`config.mk`:
```
export PLATFORM = sky130hd
export DESIGN_NAME = sdram_port_arbiter
export DESIGN_NICKNAME = d
export VERILOG_FILES = /design/src/rtl/sdram_port_arbiter.sv
export SDC_FILE = /design/constraint.sdc
export NUM_CORES = 1
export LEC_CHECK = 0
export CORE_MARGIN = 2
export CORE_UTILIZATION = 39
export CTS_BUF_LIST = sky130_fd_sc_hd__clkbuf_8
export DETAILED_ROUTE_END_ITERATION = 7
export PLACE_DENSITY = 0.81
export SLEW_MARGIN = 5
export SYNTH_ARGS = -nofsm -noshare
export SYNTH_HDL_FRONTEND = slang
export SYNTH_SLANG_ARGS = --single-unit
```
`constraint.sdc`:
```
create_clock -name sdram_clk -period 2.38 [get_ports sdram_clk]
set_input_delay 0.238 -clock sdram_clk [delete_from_list [all_inputs] [get_ports sdram_clk]]
set_output_delay 0.238 -clock sdram_clk [all_outputs]
set_load 0.01 [all_outputs]
```
`src/rtl/sdram_port_arbiter.sv`:
```
// sdram_port_arbiter: round-robin scheduler for the shared SDRAM command engine.
// Arbitrates WB_PORTS buffered wishbone front-ends plus the refresh timer.
// Refresh wins every arbitration point. A grant is held until the sequencer
// reports the burst complete.
`timescale 1ns/1ps
module sdram_port_arbiter #(
    parameter int unsigned WB_PORTS  = 4,
    parameter int unsigned ADR_WIDTH = 23
) (
    input  logic                          sdram_clk,
    input  logic                          sdram_rst,
    input  logic [WB_PORTS-1:0]           req_i,
    input  logic [WB_PORTS-1:0]           we_i,
    input  logic [WB_PORTS*ADR_WIDTH-1:0] adr_i,
    output logic [WB_PORTS-1:0]           gnt_o,
    output logic [WB_PORTS-1:0]           done_o,
    input  logic                          ref_req_i,
    output logic                          ref_gnt_o,
    input  logic                          ref_done_i,
    output logic                          ctrl_req_o,
    output logic                          ctrl_we_o,
    output logic [ADR_WIDTH-1:0]          ctrl_adr_o,
    input  logic                          ctrl_ack_i,
    input  logic                          ctrl_done_i,
    output logic                          busy_o
);

    localparam int unsigned PTR_W = (WB_PORTS > 1) ? $clog2(WB_PORTS) : 1;

    typedef enum logic [1:0] {
        ST_IDLE    = 2'd0,
        ST_ISSUE   = 2'd1,
        ST_WAIT    = 2'd2,
        ST_REFRESH = 2'd3
    } state_e;

    state_e                 state_q,   state_d;
    logic [PTR_W-1:0]       last_q,    last_d;
    logic [PTR_W-1:0]       sel_q,     sel_d;
    logic [WB_PORTS-1:0]    gnt_q,     gnt_d;
    logic [WB_PORTS-1:0]    done_q,    done_d;
    logic                   ref_gnt_q, ref_gnt_d;
    logic                   ctrl_req_q, ctrl_req_d;
    logic                   ctrl_we_q, ctrl_we_d;
    logic [ADR_WIDTH-1:0]   ctrl_adr_q, ctrl_adr_d;
    logic                   busy_q,    busy_d;

    logic [ADR_WIDTH-1:0]   adr_arr_c [WB_PORTS];
    logic [PTR_W-1:0]       rr_sel_c;
    logic                   rr_found_c;
    int unsigned            rr_idx;

    // Split the flat address bus into one word per port.
    for (genvar g = 0; g < WB_PORTS; g++) begin : g_adr
        assign adr_arr_c[g] = adr_i[g*ADR_WIDTH +: ADR_WIDTH];
    end

    // Round-robin search: first asserted port starting just after the last winner.
    always_comb begin
        rr_found_c = 1'b0;
        rr_sel_c   = '0;
        rr_idx     = 0;
        for (int unsigned k = 1; k <= WB_PORTS; k++) begin
            rr_idx = 32'(last_q) + k;
            if (rr_idx >= WB_PORTS) begin
                rr_idx = rr_idx - WB_PORTS;
            end
            if (!rr_found_c && req_i[PTR_W'(rr_idx)]) begin
                rr_found_c = 1'b1;
                rr_sel_c   = PTR_W'(rr_idx);
            end
        end
    end

    // Next-state and next-output logic for the arbitration FSM.
    always_comb begin
        state_d    = state_q;
        last_d     = last_q;
        sel_d      = sel_q;
        gnt_d      = gnt_q;
        done_d     = '0;
        ref_gnt_d  = ref_gnt_q;
        ctrl_req_d = ctrl_req_q;
        ctrl_we_d  = ctrl_we_q;
        ctrl_adr_d = ctrl_adr_q;

        case (state_q)
            ST_IDLE: begin
                if (ref_req_i) begin
                    ref_gnt_d = 1'b1;
                    state_d   = ST_REFRESH;
                end else if (rr_found_c) begin
                    sel_d      = rr_sel_c;
                    gnt_d      = WB_PORTS'(1) << rr_sel_c;
                    ctrl_we_d  = we_i[rr_sel_c];
                    ctrl_adr_d = adr_arr_c[rr_sel_c];
                    ctrl_req_d = 1'b1;
                    state_d    = ST_ISSUE;
                end
            end
            ST_ISSUE: begin
                if (ctrl_ack_i) begin
                    ctrl_req_d = 1'b0;
                    if (ctrl_done_i) begin
                        // Accept and completion in one cycle: finish the burst now.
                        done_d  = gnt_q;
                        gnt_d   = '0;
                        last_d  = sel_q;
                        state_d = ST_IDLE;
                    end else begin
                        state_d = ST_WAIT;
                    end
                end
            end
            ST_WAIT: begin
                if (ctrl_done_i) begin
                    done_d  = gnt_q;
                    gnt_d   = '0;
                    last_d  = sel_q;
                    state_d = ST_IDLE;
                end
            end
            ST_REFRESH: begin
                // Refresh does not move the round-robin pointer.
                if (ref_done_i) begin
                    ref_gnt_d = 1'b0;
                    state_d   = ST_IDLE;
                end
            end
            default: begin
                state_d = ST_IDLE;
            end
        endcase

        busy_d = (state_d != ST_IDLE);
    end

    // State and output registers with synchronous reset.
    always_ff @(posedge sdram_clk) begin
        if (sdram_rst) begin
            state_q    <= ST_IDLE;
            last_q     <= PTR_W'(WB_PORTS - 1);
            sel_q      <= '0;
            gnt_q      <= '0;
            done_q     <= '0;
            ref_gnt_q  <= 1'b0;
            ctrl_req_q <= 1'b0;
            ctrl_we_q  <= 1'b0;
            ctrl_adr_q <= '0;
            busy_q     <= 1'b0;
        end else begin
            state_q    <= state_d;
            last_q     <= last_d;
            sel_q      <= sel_d;
            gnt_q      <= gnt_d;
            done_q     <= done_d;
            ref_gnt_q  <= ref_gnt_d;
            ctrl_req_q <= ctrl_req_d;
            ctrl_we_q  <= ctrl_we_d;
            ctrl_adr_q <= ctrl_adr_d;
            busy_q     <= busy_d;
        end
    end

    assign gnt_o      = gnt_q;
    assign done_o     = done_q;
    assign ref_gnt_o  = ref_gnt_q;
    assign ctrl_req_o = ctrl_req_q;
    assign ctrl_we_o  = ctrl_we_q;
    assign ctrl_adr_o = ctrl_adr_q;
    assign busy_o     = busy_q;

endmodule

```
# Word level (Yosys, flattened, before mapping)
# Index checks and enable logic that the tools add are counted.
dict set report op_classes {
  eq_ne 8
  bitwise_logic 2
  n_reduce_logical 17
  shift 1
  addsub 8
  magnitude_cmp 10
  n_mux 50
}
# cell count
set ops {}
lappend ops {{binary-select mux 23 bit (select 2 bit)} 1}
lappend ops {{two-way mux 23 bit} 2}
lappend ops {{two-way mux 2 bit} 16}
lappend ops {{two-way mux 4 bit} 6}
lappend ops {{< comparator 2 x 3 -> 1 bit (second input constant)} 5}
lappend ops {{two-way mux 1 bit} 14}
lappend ops {{greater-or-equal comparator 3 bit (second input constant)} 4}
lappend ops {{one-hot mux 4 bit (3 select lines)} 1}
lappend ops {{binary-select mux 1 bit (select 2 bit)} 5}
lappend ops {{!= test 2 bit (second input constant)} 5}
lappend ops {{one-hot mux 2 bit (4 select lines)} 1}
lappend ops {{one-hot mux 4 bit (2 select lines)} 1}
lappend ops {{AND reduction 4 bit} 2}
lappend ops {{nonzero test 2 bit} 4}
lappend ops {{subtractor 2 x 1 -> 2 bit (second input constant)} 4}
lappend ops {{adder 2 x 2 -> 3 bit (second input constant)} 2}
lappend ops {{AND reduction 3 bit} 2}
lappend ops {{adder 2 x 3 -> 4 bit (second input constant)} 1}
lappend ops {{equality test 2 bit (second input constant)} 2}
lappend ops {{greater-or-equal comparator 4 x 3 -> 1 bit (second input constant)} 1}
lappend ops {{one-hot mux 1 bit (2 select lines)} 2}
lappend ops {{one-hot mux 2 bit (2 select lines)} 1}
lappend ops {{left shift 1 x 2 -> 4 bit (first input constant)} 1}
lappend ops {{adder 2 x 1 -> 3 bit (second input constant)} 1}
lappend ops {{8 further kinds} 12}
dict set report totals {
  elab_cells 106
  output_inout_bits 35
  inputBits 106
  ff_bits 41
}

# Longest topological paths before layout
dict set report logic_depth {
  depth_word 19
  depth_mapped 8
  depth_no_buf 7
}

# Worst setup path after synthesis
# OpenSTA, ideal clock, no wires.
dict set report synth_path {
  path_kind {register -> register}
  from {reg state_q[0]}
  to {reg gnt_q[0], in the netlist gnt_o[0]}
  n_path_buf 0
  period_less_slack_ns 1.834
  slack_ns 0.546
  setup_ns 0.070
  required_time_ns 2.310
  arrival_time_ns 1.763
  path_stages_with_launch 7
  cell_sequence {dfxtp_1 > inv_1 > ha_1 > a221oi_1 > nand2_1 > or3b_2 > a21oi_1}
}
dict set report synth_between {
  elab_chain_cells 3
  elab_cells_between_ends 9
  cone_classes {eq/ne (5); mux (1); reduce/logical (3)}
}
# element line
set synth_rtl {}
lappend synth_rtl {{start, declared} 37} ;# state_e state_q, state_d;
lappend synth_rtl {{start signal, assigned} 152} ;# state_q <= state_d;
lappend synth_rtl {{equality test 2 x 1 -> 1 bit (tied with other cells)} 87} ;# case (state_q)
lappend synth_rtl {{!= test 2 bit (no source line) or nonzero test 3 bit (tied branches)} -}
lappend synth_rtl {{AND reduction 4 bit (no source line)} -}
lappend synth_rtl {{end signal, assigned} 155} ;# gnt_q <= gnt_d;
lappend synth_rtl {{end, declared} 40} ;# logic [WB_PORTS-1:0] gnt_q, gnt_d;
# Several ways; a longest one is shown, not always the timed one.
# A chain may end at the register's enable or synchronous reset.

# Worst setup path after layout
# Same ends and word-level chain as after synthesis.

==> results.md <==
- # placed instances: 491
- Max Clk Rate: 485 MHz
- Arr. time, crit path: 2.29 ns
- Nets: 534
- Tmin final: 2.06 ns
- Fin. max-slew vios: 0
- Register area share after synthesis: 34.4%
- Worst setup SP type: flop
- Clock Skew: 0.00708 ns
- Crit end category: flop
- P per Cell Area: 653 mW/mm²
- Ys async rst share: 0%
- H-tree Lvls: 2
- Worst hold path cell count: 2
- Critical path, cell by cell: inv_1 > ha_1 > a221oi_1 > nand2_1 > or3b_2 > a21oi_1
- Starting Density: 40.3%
- Number of DRC markers in iteration 0: 216
- Ys Warns: 0
- Max clock buf depth: 2
- Initial antenna violation count: 0
- Share of the synthesized area in the top cell type: 34.4%
- Multi-input gate area: 0.00137 mm²
- Worst path top cell family by delay: simple AND/OR/NAND/NOR gates
- Layout filler cell count: 496
- Vert. Die Dim: 82.2 µm
- Largest cells by area after synthesis: dfxtp_1 (34%), nand3_1 (9.7%), a311oi_1 (8.8%), a221oi_1 (7.3%), nor2_1 (5.5%)
- Slew @ Worst Pin: 0.360 ns
- RSZ-0062 raised after global routing: no
- Synthesized cell area: 0.00238 mm²
- DIE AREA: 0.00675 mm²
- Worst rel slew slack: 75.8%
- Final Cycle Share: 86.7%
- Worst hold path class: reg2reg
- Port Buffers: 140
- Reg2reg start: state_q[0]
- Via-per-instance ratio: 5.76
- Area delta synth->final: 67.0%
- Vias in the first global route: 2491
- Final non-filler cell total: 498
- First-pass GRT wire length: 12100 µm
- Gates resized, CTS repair: 0
- Post-detailed-placement half-perimeter wirelength: 6170 µm
- Final wirelength: 8490 µm
- CTS tree: built
- Hold buffer count at cts: 0
- Maxcap violations: 0
- WP buf/inv: 1
- Worst skew pair latency: 0.29 ns
- Min-Delay Startpoint: sel_q[1]
- Drc violations: 0
- DR vias: 2866
- P_leak: 1.43 nW
- Tot GR Track Use: 23.4%
- Routed Antenna Nets: 0
- Flop-to-flop setup slack: 0.32 ns
- GP Congestion: 0.912
- Top-count cell post-synth: nand3_1
- Number of synthesized flops with an enable pin: 0
- Post-Syn Nets: 398
- Clock transition at path regs: 0.08 ns
- Area leader, netlist: dfxtp_1
- Worst R2R Path Depth: 6
- Worst VDD drop: 0.309 mV
- # Post-CTS Setup Buffers: 0
- Syn avg cell area: 8.31 µm²
- Horiz. Die Dim: 82.2 µm
- Clk sinks: 41
- Crit path max-delay cell type: or3b_2
- Sequential cell area: 821 µm²
- Largest net degree at the start of global routing: 27
- Setup ws final: 0.317 ns
- Num CTS Buffers: 5
- Yosys cell types: 44
- Wire per inst: 17.0 µm
- Overflow left after global routing: 0
- Final setup violation count: 0
- Ys flop type: dfxtp_1
- Hold Path End: sel_q[1]
- Worst slack, placed: 0.147 ns
- Top cells by count, synth: nand3_1 (46), dfxtp_1 (41), nor2_1 (35)
- Ports: 141
- Design Power: 2.60 mW
- # rows: 28
- Cell area after layout: 0.00398 mm²
- Antenna cells: 0
- Worst hold slack: 0.459 ns
- CORE AREA: 0.00592 mm²
- Post-layout util: 67.2%
- Worst Path Required: 2.60 ns
- Outcome: finished clean
- Setup TNS: 0 ns
- Worst setup path class: reg2reg
- Syn Inst Count: 287
- Pre-Repair DR Iteration Count: 5
- Reg2reg end: gnt_o[0]
- CTS root buffer: clkbuf_8
- Cell Area, Placed: 0.00389 mm²
- Flops & latches, synth: 41
- Slowest cell delay on critical path: 0.48 ns
- Crit Path Max Fanout: 7
- Layout cells sized above 1: 8.27%
- Hold Vio Cnt, Final: 0
## tightest hold or removal path: stages (launching register included)
cell and delay, ns:
dfxtp_1 0.32, nand2_1 0.05, a21oi_1 0.05
## placed cells by master (no fill, tap or decap), types with 4 or more instances in the layout
cell type / n
nand3_1: 46
buf_4: 8
clkbuf_8: 6
a311oi_1: 24
buf_12: 6
a221oi_1: 20
and2_1: 4
nand2_1: 11
dfxtp_1: 41
a21oi_1: 12
nor2b_1: 7
clkdlybuf4s50_1: 140
nor2_1: 34
ha_1: 5
nand2b_1: 5
inv_1: 6
o21ai_0: 7
## logic make-up (layout without fill, tap and decap cells)
kind of cell,count (synthesis),count (layout),share of synthesized area [%]
flip-flops,41,41,34.4
AND/OR/NAND/NOR,125,125,26.1
buffers and inverters,31,167,8.14
multiplexers,3,3,1.31
adder cells (fa/ha/maj),5,5,2.62
AO/OA/AOI/OAI,82,82,27.3
## power breakdown
part | internal [mW] | leakage (nW) | total [mW] | switching [mW]
sequential | 0.807 | 0.337 | 0.888 | 0.0816
clock | 0.230 | 0.0433 | 0.480 | 0.250
combinational | 0.643 | 1.04 | 1.23 | 0.588
## final cells by class
class	instances	share of cell area, %
timing repair buffer	154	39.7
clock buffer	6	2.07
sequential	41	20.6
multi-input combinational	215	34.5
tap	75	2.36
inverter	6	0.566
clock inverter	1	0.189
## worst max path at each step
stage | start | endpoint | slack, ns | cells after the start
finish | state_q[0] | gnt_o[0] | 0.32 | 6
global route | state_q[0] | gnt_o[0] | 0.19 | 6
CTS | state_q[0] | gnt_o[0] | 0.31 | 6
detailed placement | req_i[0] | gnt_o[0] | 0.15 | 7
global placement | req_i[0] | gnt_o[0] | 0.22 | 7
floorplan | state_q[0] | gnt_o[0] | 0.55 | 6
## sequential cells by signal, indices dropped and copies added, names as in the netlist
| signal | count |
|---|---|
| ctrl_we_o | 1 |
| busy_o | 1 |
| ref_gnt_o | 1 |
| sel_q | 2 |
| ctrl_adr_o | 23 |
| last_q | 2 |
| gnt_o | 4 |
| ctrl_req_o | 1 |
| done_o | 4 |
| state_q | 2 |
## metal layers
| metal | share of wire [%] | GRT usage [%] |
|---|---|---|
| met5 | 0 | 0 |
| met4 | 2.8 | 9.33 |
| met3 | 7.5 | 3.37 |
| met2 | 49 | 38.8 |
| met1 | 41 | 30.7 |
Power figures use the tool's default switching activity.
